## src/rtl/alu_time_redundancy_ctrl.sv

```systemverilog
// alu_time_redundancy_ctrl: ALU wrapper running each op twice on one ALU, with a
// third voting pass on mismatch; stalls the pipeline while re-executing.
module alu_time_redundancy_ctrl #(
  parameter int WIDTH = 32,
  parameter int CNT_W = 16
) (
  input  logic             clk,
  input  logic             rst,
  input  logic             tr_enable,
  input  logic             ValidE,
  input  logic [WIDTH-1:0] SrcAE,
  input  logic [WIDTH-1:0] SrcBE,
  input  logic [2:0]       ALUControlE,
  input  logic [1:0]       inj_pass,
  input  logic [WIDTH-1:0] inj_mask,
  output logic [WIDTH-1:0] ALUResultE,
  output logic             ZeroE,
  output logic             ResultValidE,
  output logic             ALU_Busy_Stall,
  output logic             err_corrected,
  output logic             err_uncorrectable,
  output logic [CNT_W-1:0] corr_count,
  output logic [CNT_W-1:0] uncorr_count
);
  typedef enum logic [1:0] {IDLE, EXEC2, EXEC3} state_t;
  state_t r_state, w_next;
  logic [WIDTH-1:0] r_opa, r_opb, r_r1, r_r2, w_a, w_b, w_raw, w_res, w_result;
  logic [2:0] r_ctl, w_ctl;
  logic [1:0] w_pass;
  logic [CNT_W-1:0] r_corr, r_uncorr;
  logic w_start, w_busy, w_valid, w_corr, w_uncorr;
  // Passes 2 and 3 replay the operands captured during pass 1.
  assign w_a = (r_state == IDLE) ? SrcAE : r_opa;
  assign w_b = (r_state == IDLE) ? SrcBE : r_opb;
  assign w_ctl = (r_state == IDLE) ? ALUControlE : r_ctl;
  assign w_raw = (w_ctl == 3'd0) ? w_a + w_b :
                 (w_ctl == 3'd1) ? w_a - w_b :
                 (w_ctl == 3'd2) ? w_a & w_b :
                 (w_ctl == 3'd3) ? w_a | w_b :
                 (w_ctl == 3'd4) ? w_a ^ w_b :
                 (w_ctl == 3'd5) ? {{(WIDTH-1){1'b0}}, $signed(w_a) < $signed(w_b)} : '0;
  assign w_pass = (r_state == IDLE) ? 2'd1 : (r_state == EXEC2) ? 2'd2 : 2'd3;
  assign w_res = w_raw ^ ((inj_pass == w_pass) ? inj_mask : '0);
  assign w_start = (r_state == IDLE) && ValidE && tr_enable;
  always_comb begin
    w_next = r_state;
    w_busy = 1'b0;
    w_valid = 1'b0;
    w_result = w_res;
    w_corr = 1'b0;
    w_uncorr = 1'b0;
    case (r_state)
      IDLE: begin
        w_busy = w_start;
        w_valid = ValidE && !tr_enable;
        w_next = w_start ? EXEC2 : IDLE;
      end
      EXEC2: begin
        w_result = r_r1;
        w_valid = (w_res == r_r1);
        w_busy = !w_valid;
        w_next = w_valid ? IDLE : EXEC3;
      end
      EXEC3: begin
        w_valid = 1'b1;
        w_next = IDLE;
        w_corr = (w_res == r_r1) || (w_res == r_r2);
        w_uncorr = !w_corr;
        w_result = (w_res != r_r1 && w_res == r_r2) ? r_r2 : r_r1;
      end
      default: w_next = IDLE;
    endcase
  end
  always_ff @(posedge clk or negedge rst) begin
    if (!rst) begin
      r_state <= IDLE;
      r_opa <= '0;
      r_opb <= '0;
      r_ctl <= '0;
      r_r1 <= '0;
      r_r2 <= '0;
      r_corr <= '0;
      r_uncorr <= '0;
    end else begin
      r_state <= w_next;
      if (w_start) begin
        r_r1 <= w_res;
        r_opa <= SrcAE;
        r_opb <= SrcBE;
        r_ctl <= ALUControlE;
      end
      if (r_state == EXEC2) r_r2 <= w_res;
      if (w_corr && !(&r_corr)) r_corr <= r_corr + 1'b1;
      if (w_uncorr && !(&r_uncorr)) r_uncorr <= r_uncorr + 1'b1;
    end
  end
  // Control outputs are forced low for the whole time reset is held.
  assign ALUResultE = w_result;
  assign ZeroE = (w_result == '0);
  assign ResultValidE = w_valid && rst;
  assign ALU_Busy_Stall = w_busy && rst;
  assign err_corrected = w_corr && rst;
  assign err_uncorrectable = w_uncorr && rst;
  assign corr_count = r_corr;
  assign uncorr_count = r_uncorr;
endmodule

```

## config.mk

```make
export PLATFORM = sky130hd
export DESIGN_NAME = alu_time_redundancy_ctrl
export DESIGN_NICKNAME = d
export VERILOG_FILES = /design/src/rtl/alu_time_redundancy_ctrl.sv
export SDC_FILE = /design/constraint.sdc
export NUM_CORES = 1
export LEC_CHECK = 0
export BUFFER_PORTS_ARGS = -buffer_cell sky130_fd_sc_hd__buf_4
export CORE_ASPECT_RATIO = 1.25
export CORE_MARGIN = 2
export CORE_UTILIZATION = 55
export CTS_CLUSTER_SIZE = 30
export DETAILED_ROUTE_END_ITERATION = 16
export GPL_TIMING_DRIVEN = 1
export HOLD_SLACK_MARGIN = 0.08
export MAX_ROUTING_LAYER = met4
export PLACE_DENSITY = 0.71
export SLEW_MARGIN = 20
export SYNTH_ARGS = -nofsm -noshare
export SYNTH_HDL_FRONTEND = slang
export SYNTH_SLANG_ARGS = --single-unit
```

## constraint.sdc

```tcl
create_clock -name clk -period 14.6 [get_ports clk]
set_input_delay 2.19 -clock clk [delete_from_list [all_inputs] [get_ports clk]]
set_output_delay 2.19 -clock clk [all_outputs]
set_load 0.02 [all_outputs]
```

==> results of run 1 <==
[power by group]
group | internal (uW) | switching, uW | leakage, uW
sequential | 577 | 167 | 0.00203
combinational | 710 | 1070 | 0.00613
clock | 228 | 239 | 0.000281
[worst paths after layout]
| path | to | from | cells after the start | slack [ps] |
|---|---|---|---|---|
| worst max-delay path | ALUResultE[2] | r_state[0]$_DFF_PN0_ | 21 | 3910 |
| worst min-delay path | corr_count[12]$_DFFE_PN0P_ | corr_count[12]$_DFFE_PN0P_ | 1 | 490 |
| worst max register to register | corr_count[1]$_DFFE_PN0P_ | r_state[0]$_DFF_PN0_ | 20 | 6570 |
| worst min register to register | corr_count[12]$_DFFE_PN0P_ | corr_count[12]$_DFFE_PN0P_ | 1 | 490 |
| max in group asynchronous | r_opb[21]$_DFFE_PN0P_ | rst | 2 | 11650 |
| min in group asynchronous | r_r2[10]$_DFFE_PN0P_ | rst | 1 | 1660 |
[cells by family after synthesis]
kind of cell | count (synthesis) | synth area share
compound gates | 523 | 0.2187
simple gates | 663 | 0.2012
xor+xnor | 151 | 0.09427
buf+inv | 242 | 0.05906
mux | 171 | 0.1095
fa+ha+maj | 105 | 0.07725
flops | 165 | 0.2400
[layer usage]
metal,global-route usage,wire [um]
met5,-,0
met3,0.06535,5206
met4,0.1583,2699
met2,0.6261,29470
met1,0.4847,24740
[placed cells by master (no fill, tap or decap), types with 11 or more instances in the layout]
cell / synthesis / final
sky130_fd_sc_hd__buf_4: 6 / 191
sky130_fd_sc_hd__nand2_1: 176 / 176
sky130_fd_sc_hd__dfrtp_1: 165 / 165
sky130_fd_sc_hd__mux2_2: 137 / 137
sky130_fd_sc_hd__nor2_1: 139 / 137
sky130_fd_sc_hd__inv_1: 120 / 120
sky130_fd_sc_hd__a21oi_1: 114 / 114
sky130_fd_sc_hd__ha_1: 103 / 101
sky130_fd_sc_hd__o21ai_0: 100 / 100
sky130_fd_sc_hd__xnor2_1: 79 / 79
sky130_fd_sc_hd__xor2_1: 49 / 49
sky130_fd_sc_hd__nand3_1: 47 / 46
sky130_fd_sc_hd__nor4_1: 44 / 44
sky130_fd_sc_hd__nand4_1: 40 / 40
sky130_fd_sc_hd__nor3_1: 38 / 38
sky130_fd_sc_hd__mux2i_1: 33 / 33
sky130_fd_sc_hd__a221o_1: 33 / 33
sky130_fd_sc_hd__nor2b_1: 24 / 24
sky130_fd_sc_hd__a211oi_1: 24 / 24
sky130_fd_sc_hd__o211ai_1: 23 / 23
sky130_fd_sc_hd__a31oi_1: 23 / 23
sky130_fd_sc_hd__and3_1: 23 / 23
sky130_fd_sc_hd__a21o_1: 19 / 19
sky130_fd_sc_hd__xnor3_1: 19 / 19
sky130_fd_sc_hd__clkbuf_16: 0 / 17
sky130_fd_sc_hd__and2_1: 15 / 15
sky130_fd_sc_hd__nand2b_1: 15 / 15
sky130_fd_sc_hd__or2_2: 15 / 15
sky130_fd_sc_hd__nor3b_1: 15 / 15
sky130_fd_sc_hd__a22oi_1: 16 / 15
sky130_fd_sc_hd__o221ai_1: 13 / 13
sky130_fd_sc_hd__o21a_1: 11 / 11
[through the flow]
stage          instances  power [uW]  cell area, um2
6_report            2530        2988           19230
5_1_grt             2529        3140           19220
4_1_cts             2529        2943           19220
3_5_place_dp        2497        2471           18640
3_3_place_gp        2497        2449           18640
2_1_floorplan       2020        1927           17200
[sequential cells by signal, summed over array words and instances, names as in the netlist]
signal and cells:
r_r1 32, uncorr_count 16, corr_count 16, r_state 2, r_ctl 3, r_r2 32, r_opa 32, r_opb 32
[cell type report]
class,count,area (um2),area share
multi-input cells,1613,12110,0.6298
flip-flops and latches,165,4129,0.2148
repair buffers,192,1445,0.07517
well taps,407,509.2,0.02649
inverters,120,450.4,0.02343
clock buffers,17,425.4,0.02213
clock inverters,15,155.1,0.008070
diodes,1,2.502,0.0001302
==> impl_metrics.tcl, run 1 <==
set metrics [dict create \
    status "completed" \
    cellPowerDensity_mw_per_mm2 155.4 \
    detail_route.iter0.violations 1986 \
    sequential_element_share_of_the_synthesized_area 0.2400 \
    max_slew.worst_pin.slew_ps 1047 \
    mappedNetlistNets 2230 \
    final_critical_delay_including_setup_and_external_delays_ps 10690 \
    fill_cell_count 2742 \
    critPathKind "reg2out" \
    yosysWarnings 0 \
    max_freq_mhz 93.53 \
    holdCritPathClass "reg2reg" \
    timing.critical_path.to_type "output pin" \
    initial_core_util 0.5567 \
    dr_total_vias 16946 \
    via_count_of_the_first_global_routing_pass 16600 \
    post-dp-hpwl_um 47260 \
    startpoint_types "flop" \
    globalplace.congestion 1.017 \
    nNetsFinal 2319 \
    cts_inserted_buffers 17 \
    critical_path.n_buffers_inverters 3 \
    path_delay_family "compound AO/OA/AOI/OAI gates" \
    routed_via_density 6.698 \
    critPathRequiredTime_ps 12410 \
    summed_negative_setup_slack_over_all_endpoints_ps 0 \
    report.final.setup_viol 0 \
    grt.total_usage 0.3887 \
    post_cts_resize_count 0 \
    wl_um 62120 \
    max-vdd-ir-drop_mv 0.08014 \
    worst_slew_margin_rel 0.3021 \
    clk_root_buffer_cell "sky130_fd_sc_hd__clkbuf_16" \
    finalHoldViolations 0 \
    cts_hold_repair.buffers 0 \
    final_layout_size_suffix_gt1_frac 0.2022 \
    synth_enable_flop_cells 0 \
    fp.dieW_um 162.2 \
    detail-route-antenna-nets 0 \
    synthesis.area_mm2 0.01720 \
    synth_area_leaders "sky130_fd_sc_hd__dfrtp_1 (24%), sky130_fd_sc_hd__mux2_2 (9.0%), sky130_fd_sc_hd__ha_1 (7.5%), sky130_fd_sc_hd__xnor2_1 (4.0%), sky130_fd_sc_hd__nand2_1 (3.8%)" \
    core_mm2 0.03090 \
    die_height_um 201.7 \
    grt_first_pass_wirelength_um 95520 \
    design.die.area_mm2 0.03272 \
    fin_skew_ps 13.39 \
    worstPathMaxFanout 59 \
    yosys-top-cells-count "sky130_fd_sc_hd__nand2_1 (176), sky130_fd_sc_hd__dfrtp_1 (165), sky130_fd_sc_hd__nor2_1 (139), sky130_fd_sc_hd__mux2_2 (137), sky130_fd_sc_hd__inv_1 (120)" \
    ys_types 114 \
    globalRouteOverflowTotal 0 \
    max_cap_viol_count 0 \
    timing.critical_path.slowest_cell_delay_ps 710 \
    rsz_0062_raised_after_global_routing "false" \
    finalWorstSetupSlack_ps 3908 \
    post_synth_inst_count 2020 \
    top_level_ports 174 \
    layout_worst_path_cycle_share 0.7323 \
    yosysTopAreaCellShare 0.2400 \
    final_max_slew_viol_count 0 \
    drc 0 \
    clk_pin_slew_worst_paths_ps 80 \
    number_of_antenna_violations_at_the_first_check_in_global_routing 0 \
    critical_path.slowest_cell "sky130_fd_sc_hd__a2111oi_0" \
    cts.sink_count 165 \
    avgSynthCellArea_um2 8.516 \
    worstSkewPairLatency_ps 470 \
    layout_area_overhead_pct 11.77 \
    maximum_clock_insertion_buffer_count 2 \
    placementRows 72 \
    crit_path_cells "inv_1, ha_4, buf_4, mux2_2, ha_1, fa_1, nor2_1, o311ai_2, a21oi_1, nor2_1, mux2i_1, a2111oi_0, xnor2_1, xnor2_1, or2_2, a2111oi_0, nand4_1, or2_1, nor2_4, a221o_1, buf_4" \
    h-tree-depth 4 \
    postSynth.asyncResetShare 1.000 \
    pre_cts_ws_ps 3795 \
    synthFlopType "sky130_fd_sc_hd__dfrtp_1" \
    post-route-util 0.6222 \
    wl_per_cell_um 24.55 \
    grt_max_degree 68 \
    detail_route.first_pass.iterations 8 \
    synth_seq_cells 165 \
    cts_tree "done" \
    p_leak_uw 0.008434 \
    synth_most_common_cell "sky130_fd_sc_hd__nand2_1" \
    post-cts-setup-buffer-count 0 \
    whs_ps 492.5 \
    io_buffers 173 \
    worst_ep_arrival_time_ps 8500 \
    cell_type_with_the_largest_total_area_after_synthesis "sky130_fd_sc_hd__dfrtp_1" \
]
No activity file was read; power rests on OpenSTA's default activity.
==> inputs of run 2 (changes only) <==
==> constraint.sdc (replaced) <==
create_clock -name clk -period 10.95 [get_ports clk]
set_input_delay 1.6425 -clock clk [delete_from_list [all_inputs] [get_ports clk]]
set_output_delay 1.6425 -clock clk [all_outputs]
set_load 0.02 [all_outputs]
==> impl_metrics.tcl, run 2 (synthesis gave the netlist of run 1 again) <==
set metrics [dict create \
    fp.dieW_um 162.2 \
    number_of_antenna_violations_at_the_first_check_in_global_routing 0 \
    timing.critical_path.to_type "output pin" \
    max-vdd-ir-drop_mv 0.1138 \
    crit_path_cells "inv_1, ha_4, mux2_2, ha_1, a21oi_1, o21ai_0, a211oi_1, o41ai_1, a211oi_1, xor2_1, a211oi_2, xor2_1, xor2_1, nand4bb_1, or4_1, a22oi_2, buf_4, o21a_1, a211oi_1, buf_4" \
    post-cts-setup-buffer-count 0 \
    detail-route-antenna-nets 0 \
    globalRouteOverflowTotal 0 \
    placementRows 72 \
    final_max_slew_viol_count 0 \
    dr_total_vias 17050 \
    final_critical_delay_including_setup_and_external_delays_ps 9864 \
    final_layout_size_suffix_gt1_frac 0.2017 \
    layout_worst_path_cycle_share 0.9008 \
    via_count_of_the_first_global_routing_pass 16474 \
    io_buffers 173 \
    design.die.area_mm2 0.03272 \
    grt_first_pass_wirelength_um 95280 \
    maximum_clock_insertion_buffer_count 2 \
    grt.total_usage 0.3882 \
    drc 0 \
    crit_cells 20 \
    clk_root_buffer_cell "sky130_fd_sc_hd__clkbuf_16" \
    cts_tree "done" \
    critPathKind "reg2out" \
    regToRegStartpoint "r_state[1]$_DFF_PN0_" \
    startpoint_types "flop" \
    fill_cell_count 2814 \
    detail_route.iter0.violations 2238 \
    max_freq_mhz 101.4 \
    core_mm2 0.03090 \
    nNetsFinal 2319 \
    top_level_ports 174 \
    cts.sink_count 165 \
    storage_cell_area_mm2 0.004129 \
    worst_r2r_endpoint "corr_count[1]$_DFFE_PN0P_" \
    wl_per_cell_um 24.60 \
    post-route-util 0.6218 \
    max_cap_viol_count 0 \
    p_leak_uw 0.008432 \
    worstPathMaxFanout 43 \
    die_height_um 201.7 \
    timing.critical_path.slowest_cell_delay_ps 860 \
    path_delay_family "compound AO/OA/AOI/OAI gates" \
    rsz_0062_raised_after_global_routing "false" \
    critPathRequiredTime_ps 9310 \
    detail_route.first_pass.iterations 6 \
    clk_pin_slew_worst_paths_ps 80 \
    most-common-layout-cells "sky130_fd_sc_hd__buf_4 (191), sky130_fd_sc_hd__nand2_1 (176), sky130_fd_sc_hd__dfrtp_1 (165)" \
    worstSkewPairLatency_ps 480 \
    initial_core_util 0.5567 \
    fin_skew_ps 16.88 \
    n_antenna_cell 0 \
    critical_path.n_buffers_inverters 3 \
    ff2ff_path_depth 18 \
    multiInputGateArea_mm2 0.01210 \
    holdCritPathClass "reg2reg" \
    cts_inserted_buffers 17 \
    layout.cells.most_common "sky130_fd_sc_hd__buf_4" \
    max_slew.worst_pin.slew_ps 1144 \
    finalHoldViolations 0 \
    worst_ep_arrival_time_ps 8220 \
    cts_hold_repair.buffers 0 \
    worstSetupEndpoint "ZeroE" \
    post_cts_resize_count 0 \
    critical_path.slowest_cell "sky130_fd_sc_hd__a211oi_1" \
    routed_via_density 6.742 \
    report.final.setup_viol 0 \
    globalplace.congestion 1.032 \
    worst_slew_margin_rel 0.2373 \
    post-dp-hpwl_um 46950 \
    cellPowerDensity_mw_per_mm2 207.8 \
    h-tree-depth 4 \
    layout_area_overhead_pct 11.70 \
    wl_um 62210 \
    worst-r2r-setup-slack_ps 3040 \
    critPathLaunch "r_state[1]$_DFF_PN0_" \
    summed_negative_setup_slack_over_all_endpoints_ps 0 \
    grt_max_degree 77 \
    status "completed" \
]
==> run 2: cell count changes in the layout (fill, tap and decap cells not counted), sizes merged <==
cell	previous run	this run
diode	1	0
inv	128	129
clkinv	5	4
==> run 2: report_power, final <==
| group | total (uW) | internal [uW] | switching [uW] |
|---|---|---|---|
| combinational | 2370 | 943 | 1430 |
| clock | 631 | 305 | 327 |
| sequential | 993 | 769 | 224 |
| total | 3990 | 2020 | 1980 |
==> run 2: per-stage QoR <==
| stage | instances | instance area [um2] | setup slack, ps | total power [uW] | hold slack [ps] |
|---|---|---|---|---|---|
| floorplan | 2020 | 17200 | 2501 | 2569 | 475.4 |
| global placement | 2497 | 18640 | 1525 | 3253 | 475.3 |
| detailed placement | 2497 | 18640 | 1400 | 3291 | 478.4 |
| CTS | 2529 | 19210 | 1329 | 3925 | 495.1 |
| global route | 2529 | 19210 | 957.0 | 4190 | 511.9 |
| finish | 2529 | 19210 | 1086 | 3992 | 493.6 |
==> run 2: worst reg2reg max path: stages, from the launching register on <==
cell,delay (ps)
sky130_fd_sc_hd__dfrtp_1,410
sky130_fd_sc_hd__inv_1,150
sky130_fd_sc_hd__ha_4,560
sky130_fd_sc_hd__mux2_2,520
sky130_fd_sc_hd__ha_1,540
sky130_fd_sc_hd__a21oi_1,590
sky130_fd_sc_hd__o21ai_0,380
sky130_fd_sc_hd__a211oi_1,860
sky130_fd_sc_hd__o41ai_1,290
sky130_fd_sc_hd__a211oi_1,350
sky130_fd_sc_hd__xor2_1,130
sky130_fd_sc_hd__a211oi_2,350
sky130_fd_sc_hd__xor2_1,620
sky130_fd_sc_hd__xor2_1,270
sky130_fd_sc_hd__nand4bb_1,160
sky130_fd_sc_hd__or4_1,630
sky130_fd_sc_hd__and2_4,280
sky130_fd_sc_hd__or2_2,380
sky130_fd_sc_hd__mux2_1,330
==> run 2: area by class of cell <==
cell class	instances	area share
multi-input cells	1613	0.6299
flip-flops and latches	165	0.2149
repair buffers	192	0.07522
well taps	407	0.02650
inverters	120	0.02344
clock buffers	17	0.02214
clock inverters	15	0.007945
==> run 2: worst min-delay path by stage <==
stage,startpoint,end,slack (ps),cells after the start
2_1_floorplan,r_opa[0]$_DFFE_PN0P_,r_opa[0]$_DFFE_PN0P_,480,1
5_1_grt,r_opa[31]$_DFFE_PN0P_,r_opa[31]$_DFFE_PN0P_,510,1
3_5_place_dp,corr_count[12]$_DFFE_PN0P_,corr_count[12]$_DFFE_PN0P_,480,1
4_1_cts,corr_count[12]$_DFFE_PN0P_,corr_count[12]$_DFFE_PN0P_,500,1
3_3_place_gp,corr_count[12]$_DFFE_PN0P_,corr_count[12]$_DFFE_PN0P_,480,1
6_report,corr_count[12]$_DFFE_PN0P_,corr_count[12]$_DFFE_PN0P_,490,1
==> run 2: per-layer routing <==
layer	up-vias	GRT usage	share of wire
met5	-	-	0
met4	0	0.1596	0.043
met3	192	0.06658	0.091
met2	941	0.6143	0.47
met1	8317	0.4922	0.40
li1	7600	-	-
==> inputs of run 3 (changes only) <==
--- a/config.mk
+++ b/config.mk
@@ -5,6 +5,7 @@
 export SDC_FILE = /design/constraint.sdc
 export NUM_CORES = 1
 export LEC_CHECK = 0
+export ABC_AREA = 1
 export BUFFER_PORTS_ARGS = -buffer_cell sky130_fd_sc_hd__buf_4
 export CORE_ASPECT_RATIO = 1.25
 export CORE_MARGIN = 2
==> impl_metrics.tcl, run 3 <==
set metrics [dict create \
    status "completed" \
    timing.critical_path.slowest_cell_delay_ps 700 \
    avgSynthCellArea_um2 5.817 \
    dp_cells 3524 \
    synth_seq_cells 165 \
    synth_most_common_cell "sky130_fd_sc_hd__nand2_1" \
    number_of_antenna_violations_at_the_first_check_in_global_routing 0 \
    finish.cell_count_without_fillers 3556 \
    detail-route-antenna-nets 0 \
    report.final.setup_viol 0 \
    fin_skew_ps 13.18 \
    critPathLaunch "r_state[0]$_DFF_PN0_" \
    dr_total_vias 20949 \
    critPathRequiredTime_ps 9310 \
    io_buffers 173 \
    min_from "r_opa[3]$_DFFE_PN0P_" \
    fp.dieW_um 164.3 \
    clk_pin_slew_worst_paths_ps 80 \
    worst_slew_margin_rel 0.3258 \
    synthFlopType "sky130_fd_sc_hd__dfrtp_1" \
    post-dp-hpwl_um 56500 \
    top_level_ports 174 \
    clk_root_buffer_cell "sky130_fd_sc_hd__clkbuf_16" \
    topRoutingLayerUsed "met4" \
    power.internal_uw 1699 \
    die_height_um 204.4 \
    final_layout_size_suffix_gt1_frac 0.08492 \
    critPathMostFrequentCell "sky130_fd_sc_hd__nand2_1" \
    grt_first_pass_wirelength_um 107300 \
    max_slew.worst_pin.slew_ps 1010 \
    post_synth_inst_count 3038 \
    power.switching_fraction 0.5383 \
    pre_cts_ws_ps 1747 \
    detail_route.first_pass.iterations 7 \
    critPathKind "reg2out" \
    design.die.area_mm2 0.03359 \
    p_leak_uw 0.01122 \
    combPwrFrac 0.593 \
    regToRegStartpoint "r_state[0]$_DFF_PN0_" \
    nNetsFinal 3341 \
    worstPathMaxFanout 94 \
    synth_enable_flop_cells 0 \
    storage_cell_area_mm2 0.004129 \
    layout_area_overhead_pct 11.45 \
    synth_area_leaders "sky130_fd_sc_hd__dfrtp_1 (23%), sky130_fd_sc_hd__nand2_1 (22%), sky130_fd_sc_hd__inv_1 (11%), sky130_fd_sc_hd__nand3_1 (8.7%), sky130_fd_sc_hd__ha_1 (7.3%)" \
    detail_route.iter0.violations 2860 \
    drc 0 \
    wl_per_cell_um 20.12 \
    cts_hold_repair.buffers 0 \
    wl_um 71530 \
    globalplace.congestion 1.208 \
    worst_r2r_endpoint "corr_count[3]$_DFFE_PN0P_" \
    final_area_mm2 0.01970 \
    yosysWarnings 0 \
    worst-r2r-setup-slack_ps 3400 \
    cts_inserted_buffers 17 \
    holdCritPathClass "reg2reg" \
    hold-path-endpoint "r_opa[3]$_DFFE_PN0P_" \
    via_count_of_the_first_global_routing_pass 19281 \
    max_cap_viol_count 0 \
    worstSkewPairLatency_ps 470 \
    postPlaceCellArea_mm2 0.01910 \
    multiInputGateArea_mm2 0.01105 \
    route.met3.wl_um 7199 \
    finalHoldViolations 0 \
    postSynth.asyncResetShare 1.000 \
    routed_via_density 5.891 \
    min_delay_path_depth 2 \
    layout_worst_path_cycle_share 0.9028 \
    post-cts-setup-buffer-count 0 \
    yosys-top-cells-count "sky130_fd_sc_hd__nand2_1 (1,047), sky130_fd_sc_hd__inv_1 (517), sky130_fd_sc_hd__nand3_1 (306), sky130_fd_sc_hd__o21ai_0 (242), sky130_fd_sc_hd__dfrtp_1 (165)" \
    ff2ff_path_depth 28 \
    max_freq_mhz 101.2 \
    cellPowerDensity_mw_per_mm2 186.8 \
    timing.critical_path.to_type "output pin" \
    yosysTopAreaCellShare 0.2336 \
    final_critical_delay_including_setup_and_external_delays_ps 9885 \
    clock_power_share 0.172 \
    placementRows 73 \
    cts_tree "done" \
    maximum_clock_insertion_buffer_count 2 \
    fill_cell_count 3085 \
    cell_type_with_the_largest_total_area_after_synthesis "sky130_fd_sc_hd__dfrtp_1" \
    critical_path.slowest_cell "sky130_fd_sc_hd__ha_4" \
    sequentialPowerShare 0.235 \
    summed_negative_setup_slack_over_all_endpoints_ps 0 \
    core_mm2 0.03169 \
    m1WireLength_um 25540 \
    grt_max_degree 107 \
    worst_ep_arrival_time_ps 8240 \
    startpoint_types "flop" \
    finalWorstSetupSlack_ps 1065 \
    n_antenna_cell 0 \
    switchingPower_uw 1981 \
    h-tree-depth 4 \
    met2_length_um 32640 \
    final_max_slew_viol_count 0 \
    report.power.total_uw 3680 \
    sequential_element_share_of_the_synthesized_area 0.2336 \
    cts.sink_count 165 \
    initial_core_util 0.5576 \
    synthesis.area_mm2 0.01767 \
    max-vdd-ir-drop_mv 0.1131 \
    grt.total_usage 0.4339 \
    mappedNetlistNets 3248 \
    rsz_0062_raised_after_global_routing "false" \
    post_cts_resize_count 0 \
    ys_types 55 \
    globalRouteOverflowTotal 0 \
    most-common-layout-cells "sky130_fd_sc_hd__nand2_1 (1,047), sky130_fd_sc_hd__inv_1 (516), sky130_fd_sc_hd__nand3_1 (305)" \
    layout.cells.most_common "sky130_fd_sc_hd__nand2_1" \
]
-- run 3: kinds of logic after synthesis --
group / after synthesis / synth area share
simple gates: 1655 / 0.3953
buf+inv: 642 / 0.1421
compound gates: 424 / 0.1292
flops: 165 / 0.2336
fa+ha+maj: 105 / 0.07519
xor+xnor: 46 / 0.02400
mux: 1 / 0.0006371
-- run 3: how the worst max path moves through the flow --
stage / to / slack [ps] / depth (start not counted)
floorplan: ZeroE / 4070 / 35
global placement: ZeroE / 1700 / 37
detailed placement: ZeroE / 1750 / 37
CTS: ZeroE / 1390 / 39
global route: ZeroE / 660 / 41
finish: ZeroE / 1060 / 33
-- run 3: power groups by stage --
stage | logic, uW | registers, uW | clock network, uW
6_report | 2180 | 866 | 631
5_1_grt | 2370 | 882 | 658
4_1_cts | 2100 | 861 | 632
3_5_place_dp | 2090 | 871 | 0
3_3_place_gp | 2060 | 863 | 0
2_1_floorplan | 1390 | 853 | 0
-- run 3: cell type report --
class                      count  share of cell area
clock buffer                  17             0.02160
clock inverter                15            0.008893
inverter                     528              0.1008
multi-input combinational   2231              0.5610
sequential                   165              0.2096
tap                          412             0.02617
timing repair buffer         188             0.07185
-- run 3: layer usage --
layer / vias to the layer above / global-route usage
met3: 347 / 0.08279
met1: 9497 / 0.4880
met2: 1348 / 0.6899
li1: 9757 / -
met5: - / -
met4: 0 / 0.3058
-- run 3: stage by stage --
step           hold WS (ps)    util
2_1_floorplan         447.8       -
3_3_place_gp          464.6  0.6025
3_5_place_dp          468.4  0.6025
4_1_cts               490.4  0.6215
5_1_grt               514.4  0.6215
6_report              485.6  0.6215
-- run 3: worst max-delay path: cells and delay by family, from the launching register on --
kind	cells	cell delay (ps)
AND/OR/NAND/NOR	21	3930
adder cells (fa/ha/maj)	3	1690
buffers and inverters	5	880
AO/OA/AOI/OAI	3	440
flip-flops	1	420
XOR/XNOR	1	290
